[src/rtl/e203_exu_fpu_fcmp_wbck.sv]
// FPU compare writeback stage.
// Applies RISC-V NaN rules to the raw eq/lt bits from FEQ/FLT/FLE, forms the
// integer result and fflags, and buffers results in a small FIFO ahead of
// the longpipe writeback arbiter.
// Optional macro E203_FPU_FCMP_BYPASS_EN: when the FIFO is empty and the
// writeback side is ready, the incoming result goes straight to the outputs
// in the same cycle and is not stored.
module e203_exu_fpu_fcmp_wbck #(
  parameter int DEPTH  = 2,
  parameter int ITAG_W = 2
) (
  input  logic                     clk,
  input  logic                     rst,
  input  logic                     flush,
  input  logic                     i_valid,
  output logic                     i_ready,
  input  logic [1:0]               i_op,
  input  logic [31:0]              i_rs1,
  input  logic [31:0]              i_rs2,
  input  logic                     i_eq,
  input  logic                     i_lt,
  input  logic [ITAG_W-1:0]        i_itag,
  output logic                     o_valid,
  input  logic                     o_ready,
  output logic [31:0]              o_wbck_wdat,
  output logic [4:0]               o_fflags,
  output logic [ITAG_W-1:0]        o_itag,
  output logic [$clog2(DEPTH):0]   o_cnt
);

  localparam int PW = $clog2(DEPTH);
  localparam int CW = PW + 1;

  logic rs1_nan, rs2_nan, rs1_snan, rs2_snan, any_nan;
  logic res_bit, res_nv;

  // The sign bits play no part in NaN classification.
  logic unused_sign;
  assign unused_sign = i_rs1[31] ^ i_rs2[31];

  // Classify operands: NaN is all-ones exponent with nonzero mantissa;
  // signalling when the quiet bit (mantissa MSB) is clear.
  always_comb begin
    rs1_nan  = (i_rs1[30:23] == 8'hFF) && (i_rs1[22:0] != 23'd0);
    rs2_nan  = (i_rs2[30:23] == 8'hFF) && (i_rs2[22:0] != 23'd0);
    rs1_snan = rs1_nan && !i_rs1[22];
    rs2_snan = rs2_nan && !i_rs2[22];
    any_nan  = rs1_nan || rs2_nan;
  end

  // Result bit and invalid flag: FEQ is quiet (NV only on sNaN), FLT/FLE are
  // signalling (NV on any NaN), reserved opcode returns 0 with NV.
  always_comb begin
    res_bit = 1'b0;
    res_nv  = 1'b0;
    case (i_op)
      2'b00: begin
        res_bit = !any_nan && i_eq;
        res_nv  = rs1_snan || rs2_snan;
      end
      2'b01: begin
        res_bit = !any_nan && i_lt;
        res_nv  = any_nan;
      end
      2'b10: begin
        res_bit = !any_nan && (i_eq || i_lt);
        res_nv  = any_nan;
      end
      default: begin
        res_bit = 1'b0;
        res_nv  = 1'b1;
      end
    endcase
  end

  logic              bit_q [DEPTH];
  logic              nv_q  [DEPTH];
  logic [ITAG_W-1:0] tag_q [DEPTH];
  logic [PW-1:0]     wr_ptr_q, wr_ptr_d, rd_ptr_q, rd_ptr_d;
  logic [CW-1:0]     cnt_q, cnt_d;
  logic              fifo_full, fifo_empty, push, pop;
  logic              head_bit, head_nv;
  logic [ITAG_W-1:0] head_tag;

  assign fifo_full  = (cnt_q == CW'(DEPTH));
  assign fifo_empty = (cnt_q == '0);
  assign pop        = !fifo_empty && o_ready;

`ifdef E203_FPU_FCMP_BYPASS_EN
  logic byp;
  assign byp      = fifo_empty && i_valid && o_ready;
  assign i_ready  = !fifo_full || byp;
  assign push     = i_valid && i_ready && !byp;
  assign o_valid  = !fifo_empty || byp;
  assign head_bit = byp ? res_bit : bit_q[rd_ptr_q];
  assign head_nv  = byp ? res_nv  : nv_q[rd_ptr_q];
  assign head_tag = byp ? i_itag  : tag_q[rd_ptr_q];
`else
  assign i_ready  = !fifo_full;
  assign push     = i_valid && i_ready;
  assign o_valid  = !fifo_empty;
  assign head_bit = bit_q[rd_ptr_q];
  assign head_nv  = nv_q[rd_ptr_q];
  assign head_tag = tag_q[rd_ptr_q];
`endif

  assign o_wbck_wdat = {31'd0, head_bit};
  assign o_fflags    = {head_nv, 4'b0000};
  assign o_itag      = head_tag;
  assign o_cnt       = cnt_q;

  // Next pointer/occupancy; flush wins over any same-cycle push or pop.
  always_comb begin
    wr_ptr_d = wr_ptr_q;
    rd_ptr_d = rd_ptr_q;
    cnt_d    = cnt_q;
    if (flush) begin
      wr_ptr_d = '0;
      rd_ptr_d = '0;
      cnt_d    = '0;
    end else begin
      if (push) wr_ptr_d = wr_ptr_q + PW'(1);
      if (pop)  rd_ptr_d = rd_ptr_q + PW'(1);
      if (push && !pop)      cnt_d = cnt_q + CW'(1);
      else if (pop && !push) cnt_d = cnt_q - CW'(1);
    end
  end

  // Pointer and occupancy registers.
  always_ff @(posedge clk or posedge rst) begin
    if (rst) begin
      wr_ptr_q <= '0;
      rd_ptr_q <= '0;
      cnt_q    <= '0;
    end else begin
      wr_ptr_q <= wr_ptr_d;
      rd_ptr_q <= rd_ptr_d;
      cnt_q    <= cnt_d;
    end
  end

  // Entry storage; cleared on reset so the idle outputs read as zero.
  always_ff @(posedge clk or posedge rst) begin
    if (rst) begin
      for (int i = 0; i < DEPTH; i++) begin
        bit_q[i] <= 1'b0;
        nv_q[i]  <= 1'b0;
        tag_q[i] <= '0;
      end
    end else if (push && !flush) begin
      bit_q[wr_ptr_q] <= res_bit;
      nv_q[wr_ptr_q]  <= res_nv;
      tag_q[wr_ptr_q] <= i_itag;
    end
  end

endmodule

[config.mk]
export PLATFORM = sky130hd
export DESIGN_NAME = e203_exu_fpu_fcmp_wbck
export DESIGN_NICKNAME = d
export VERILOG_FILES = /design/src/rtl/e203_exu_fpu_fcmp_wbck.sv
export SDC_FILE = /design/constraint.sdc
export NUM_CORES = 1
export LEC_CHECK = 0
export CORE_ASPECT_RATIO = 0.6
export CORE_MARGIN = 1
export CORE_UTILIZATION = 30
export CTS_BUF_LIST = sky130_fd_sc_hd__clkbuf_2
export CTS_CLUSTER_DIAMETER = 200
export CTS_CLUSTER_SIZE = 28
export DETAILED_ROUTE_END_ITERATION = 12
export MAX_ROUTING_LAYER = met4
export PLACE_DENSITY_LB_ADDON = 0.15
export SLEW_MARGIN = 5
export SYNTH_ARGS = -nofsm -noshare
export SYNTH_HDL_FRONTEND = slang
export SYNTH_SLANG_ARGS = --single-unit
[constraint.sdc]
create_clock -name clk -period 1.55 [get_ports clk]
set_input_delay 0.31 -clock clk [delete_from_list [all_inputs] [get_ports clk]]
set_output_delay 0.31 -clock clk [all_outputs]
set_load 0.03 [all_outputs]
# == Word-level counts from Yosys, hierarchy flattened ==
# Cells that the tools add are included.
# word_totals
register_bits,12
out_inout_bits,43
elab_cells,80
# classes
add_sub_neg,4
order_cmp,3
n_eq_ne,5
muxes,25
bitwise_logic,2
n_reduce_logical,32
# ops
operator,n
$reduce_bool 23->1,2
$eq 8x8->1 const B,2
$mux 2,7
$logic_and 1x1->1,13
$mux 1,11
$logic_not 1->1,8
$bwmux 2,2
$bwmux 4,1
$eq 2x2->1 const B,2
$ge 2x2->1 const B,2
$logic_not 2->1,2
$not 1->2,2
$reduce_bool 2->1,2
$logic_or 1x1->1,3
$pmux 1 s3,1
$reduce_bool 3->1,1
$add 1x1->1 const B,2
$add 2x1->2 const B,1
$demux 2 s1,1
$eq 2x1->1 const B,1
$lt 2x1->1 const B,1
$pmux 1 s2,1
$reduce_or 2->1,1
$sub 2x1->2 const B,1
$demux 1 s1,1

# == Depth between registers and ports, before layout ==
# logic_depth
word_depth,8
depth_mapped,7
ltp_nobuf,7

# == Worst setup path before layout ==
# Ideal clock, no wire load.
# synth_timing
path_kind,flip-flop to flip-flop
from,"reg cnt_q[0], in the netlist o_cnt[0]"
to,reg nv_q[1] (netlist name)
arrival_ps,1598
path_slack_ps,-174
stages_incl_launch_ff,6
n_path_buf,0
synth_period_minus_slack_ps,1724
path_cell_list,dfrtp_1 -> nand2b_2 -> nand2_1 -> nor3_2 -> nand2b_1 -> o32a_1
# synth_between
elab_chain_len,4
# synth_rtl
element,line_no,source
start: declaration,80,"logic [CW-1:0] cnt_q, cnt_d;"
start signal: assignment,138,cnt_q <= cnt_d;
$eq 2x2->1,85,assign fifo_full = (cnt_q == CW'(DEPTH));
$logic_not 1->1,99,assign i_ready = !fifo_full;
net i_ready,16,"output logic i_ready,"
$logic_and 1x1->1,100,assign push = i_valid && i_ready;
$logic_and 1x1->1,150,end else if (push && !flush) begin
end signal: indexed assignment,152,nv_q[wr_ptr_q] <= res_nv;
end: declaration,77,logic nv_q [DEPTH];
# The timed path passes the listed nets, and every way through them passes these cells.
# A chain may end at the register's enable or synchronous reset.

# == Worst setup path in the final report ==
# layout_timing
from,reg rd_ptr_q
to,out o_fflags[4]
# layout_between
elab_chain_len,4
# layout_rtl
element,line_no,source
start: declaration,79,"logic [PW-1:0] wr_ptr_q, wr_ptr_d, rd_ptr_q, rd_ptr_d;"
start signal: assignment,137,rd_ptr_q <= rd_ptr_d;
$not 1->2 (not written as such),103,assign head_nv = nv_q[rd_ptr_q];
$mux 1 (not written as such) (3 in a row),103,
end: declaration,26,"output logic [4:0] o_fflags,"
# Every way passes these cells. The select of a mux whose other input is x is not followed.

==> parameters.txt <==
Parameter                              Value

STA
  Final critical delay including setup and external delays    1.61 ns
  Unrepaired setup endpoints after global routing    true
  Number of max-slew violations in the final report    0
  Final period utilization    104%
  Worst clock skew    roughly 0.021 ns
  Number of setup violations in the final report    3
  Highest clock rate    619 MHz
  Setup slack of the critical path after layout    -0.0644 ns
  Post-route setup TNS    -0.161 ns
  Hold Violations, Final    0

Logic synthesis
  Share of synthesized cell area in full adder, half adder and majority cells    5.39%
  Share of the synthesized area in the top cell type    roughly a quarter
  Most instantiated cells after synthesis    buf_4, dfrtp_1, nand2_1
  Top cell type by total area after synthesis    dfrtp_1
  Top-count cell post-synth    buf_4
  Top cells by area, synth    dfrtp_1, buf_4, ha_1
  Cell area after synthesis    1160 µm²
  Yosys Warn Count    0
  Number of flip-flops and latches in the synthesized netlist    12
  Seq/Total Area, Yosys    25.9%
  Multiplexer area fraction after synthesis    7.66%
  Xor and xnor area share after synthesis    roughly 1.5%
  Post-synth EDFFs    0
  Mean cell area of the mapped netlist    8.59 µm²
  Compound-Gate Fraction of Synth Area    9.17%
  Combinational family with the most area after synthesis    buffers and inverters
  Share of flip-flops with an asynchronous set or reset    100%
  Distinct cell type count of the synthesized netlist    31
  Synth Area in Simple Gates    a little under a quarter
  Synthesized instance count    135
  Dominant synthesized flop cell    dfrtp_1

Drt
  Routed length on met3    roughly 160 µm
  Drt first pass iters    4
  First-iteration detailed-routing DRC count    22
  Via Count    ~1.2k
  Post-detailed-route count of antenna-violating nets    0
  Routed wire length    3.62 mm
  Wire per inst    12.9 µm
  Sum of met2 wire segment lengths after detailed routing    1.99 mm
  Drc violations    0
  Via density per instance    4.43
  Routed metal-1 wire length    1.43 mm
  Max Used Layer    met4

Final layout
  Total Nets Final    314
  Fraction of layout cells with a size suffix above 1    30.5%
  Count of placed standard cells in the final layout, fillers left out    280
  Syn-to-layout area delta    82.2%
  Final antenna diode count    0

Setup path
  Critical-path cell list    buf_6 -> mux2_2 -> buf_6
  Dominant delay contributor by cell family on the critical path    flip-flops
  Critical path fanouts, max    3
  Number of buffer and inverter stages on the critical path    2
  Cell repeated most along the worst path    buf_6
  Data required time of the worst path    1.24 ns
  Kind of end point of the critical path    output pin
  Critical path class    reg2out
  Delay contributed by the slowest stage of the critical path    0.43 ns
  Critical-path cell with the highest stage delay    dfrtp_2
  Nature of the critical path startpoint    flip-flop
  Worst endpoint data arrival time    1.30 ns

Die
  Die area    roughly 4100 µm²
  Top Ports    118
  Die span in y    50.2 µm
  Initial core utilization    31.5%
  Die X-Extent    82.3 µm
  Site row count    17
  Area inside the core boundary    between 3000 and 4000 µm²

Placement
  Cell total after placement    273
  Post-DP HPWL    2.99 mm
  Pre-CTS setup slack    -0.528 ns
  Routability cong.    0.829
  Number of buffers added on ports    80

Global routing
  GRT Total Usage    a little under a fifth
  First-pass GRT wire length    5.55 mm
  Maximum number of pins on one net before global-route repair    13
  Number of global-route vias before repair    about 1.2k
  Total congestion overflow    0
  Antenna violations before repair    0

Clock network
  Clock Root Buffer    clkbuf_2
  Clk Latency, worst-skew pair    around 0.27 ns
  Clock transition at the registers of the reported paths    0.13 ns
  Maximum clock insertion buffer count    2
  Total number of H-tree levels    1
  Total clock buffers created by CTS    3
  CTS tree    yes
  CTS sink cnt    12

Power and ir drop
  Worst voltage drop across the vdd grid    roughly 0.34 mV
  Design Power    1.27 mW
  Pwr per Cell Area    600 nW/µm²
  Leakage power summed over all cells    approximately 1 nW

Job
  Max Cap Viol    0

Min path
  Hold Path Class    in2async

Run status
  Result of the run    finished, violations left
  Violations in the final reports    setup timing
## state kept, by name, indices dropped and copies added, names as in the netlist
signal    flops
rd_ptr_q      1
nv_q          2
tag_q         4
bit_q         2
o_cnt         2
wr_ptr_q      1
## cell type report
| class | count | area (µm²) |
|---|---|---|
| Clock buffer | 4 | 20.0 |
| Fill cell | 322 | 1570 |
| Inverter | 7 | 26.3 |
| Multi-Input combinational cell | 112 | 790 |
| Sequential cell | 12 | 304 |
| Tap cell | 47 | 58.8 |
| Timing Repair Buffer | 98 | 915 |
## cell usage in the layout (no fill, tap or decap), types with 8 or more instances in the layout
cell and count:
conb_1 35, dlygate4sd2_1 26, clkdlybuf4s50_1 24, buf_4 15
buf_6 12, clkdlybuf4s15_1 10, dfrtp_1 9, clkbuf_2 9
nand2_1 8
## kinds of logic (layout without fill, tap and decap cells)
group	after synthesis	count (layout)
and+or+nand+nor	45	45
buffers and inverters	45	109
AOI/OAI and AO/OA	17	17
DFF	12	12
muxes	8	8
adders and majority gates	5	5
xor gates and xnor gates	2	2
other	1	35
## layer usage
layer	vias to the layer above	track usage, %
li1	599	-
met1	572	21.9
met2	60	32.5
met3	8	2.55
met4	0	4.39
met5	-	-
## timing repair
item	in CTS	in global routing
gates resized for setup	83	51
hold buffers	0	0
setup endpoints to repair	12	12
pin swaps	26	23
setup buffers	1	2
## worst register-to-register path, delay by kind of cell, from the launching register on
kind	cells	cell delay, ns
simple gates	4	0.53
flops	1	0.47
compound gates	1	0.29
buf+inv	1	0.11
## through the flow
stage	utilization (%)	hold slack, ns	area (µm²)
after floorplan	-	0.175	1300
after global placement	53.9	0.462	1980
after detailed placement	53.9	0.478	1980
after CTS	54.9	0.334	2020
after global routing	57.4	0.383	2110
final	57.4	0.333	2110
## report_power, final
part,total (mW),switching [mW],internal (mW)
logic,0.679,0.358,0.322
registers,0.419,0.0390,0.380
clock network,0.169,0.101,0.0684
total,1.27,0.497,0.770
## final timing paths
path / startpoint / end / slack (ns) / cells past startpoint
min: rst / bit_q[1] / 0.33 / 2
max reg2reg: o_cnt[1] / nv_q[1] / 0.05 / 6
max: rd_ptr_q / o_fflags[4] / -0.06 / 3
min reg2reg: bit_q[0] / bit_q[0] / 0.51 / 2
max in group asynchronous: rst / tag_q[1] / 0.88 / 2
min in group clk: bit_q[0] / bit_q[0] / 0.51 / 2
(Power assumes the default switching activity.)
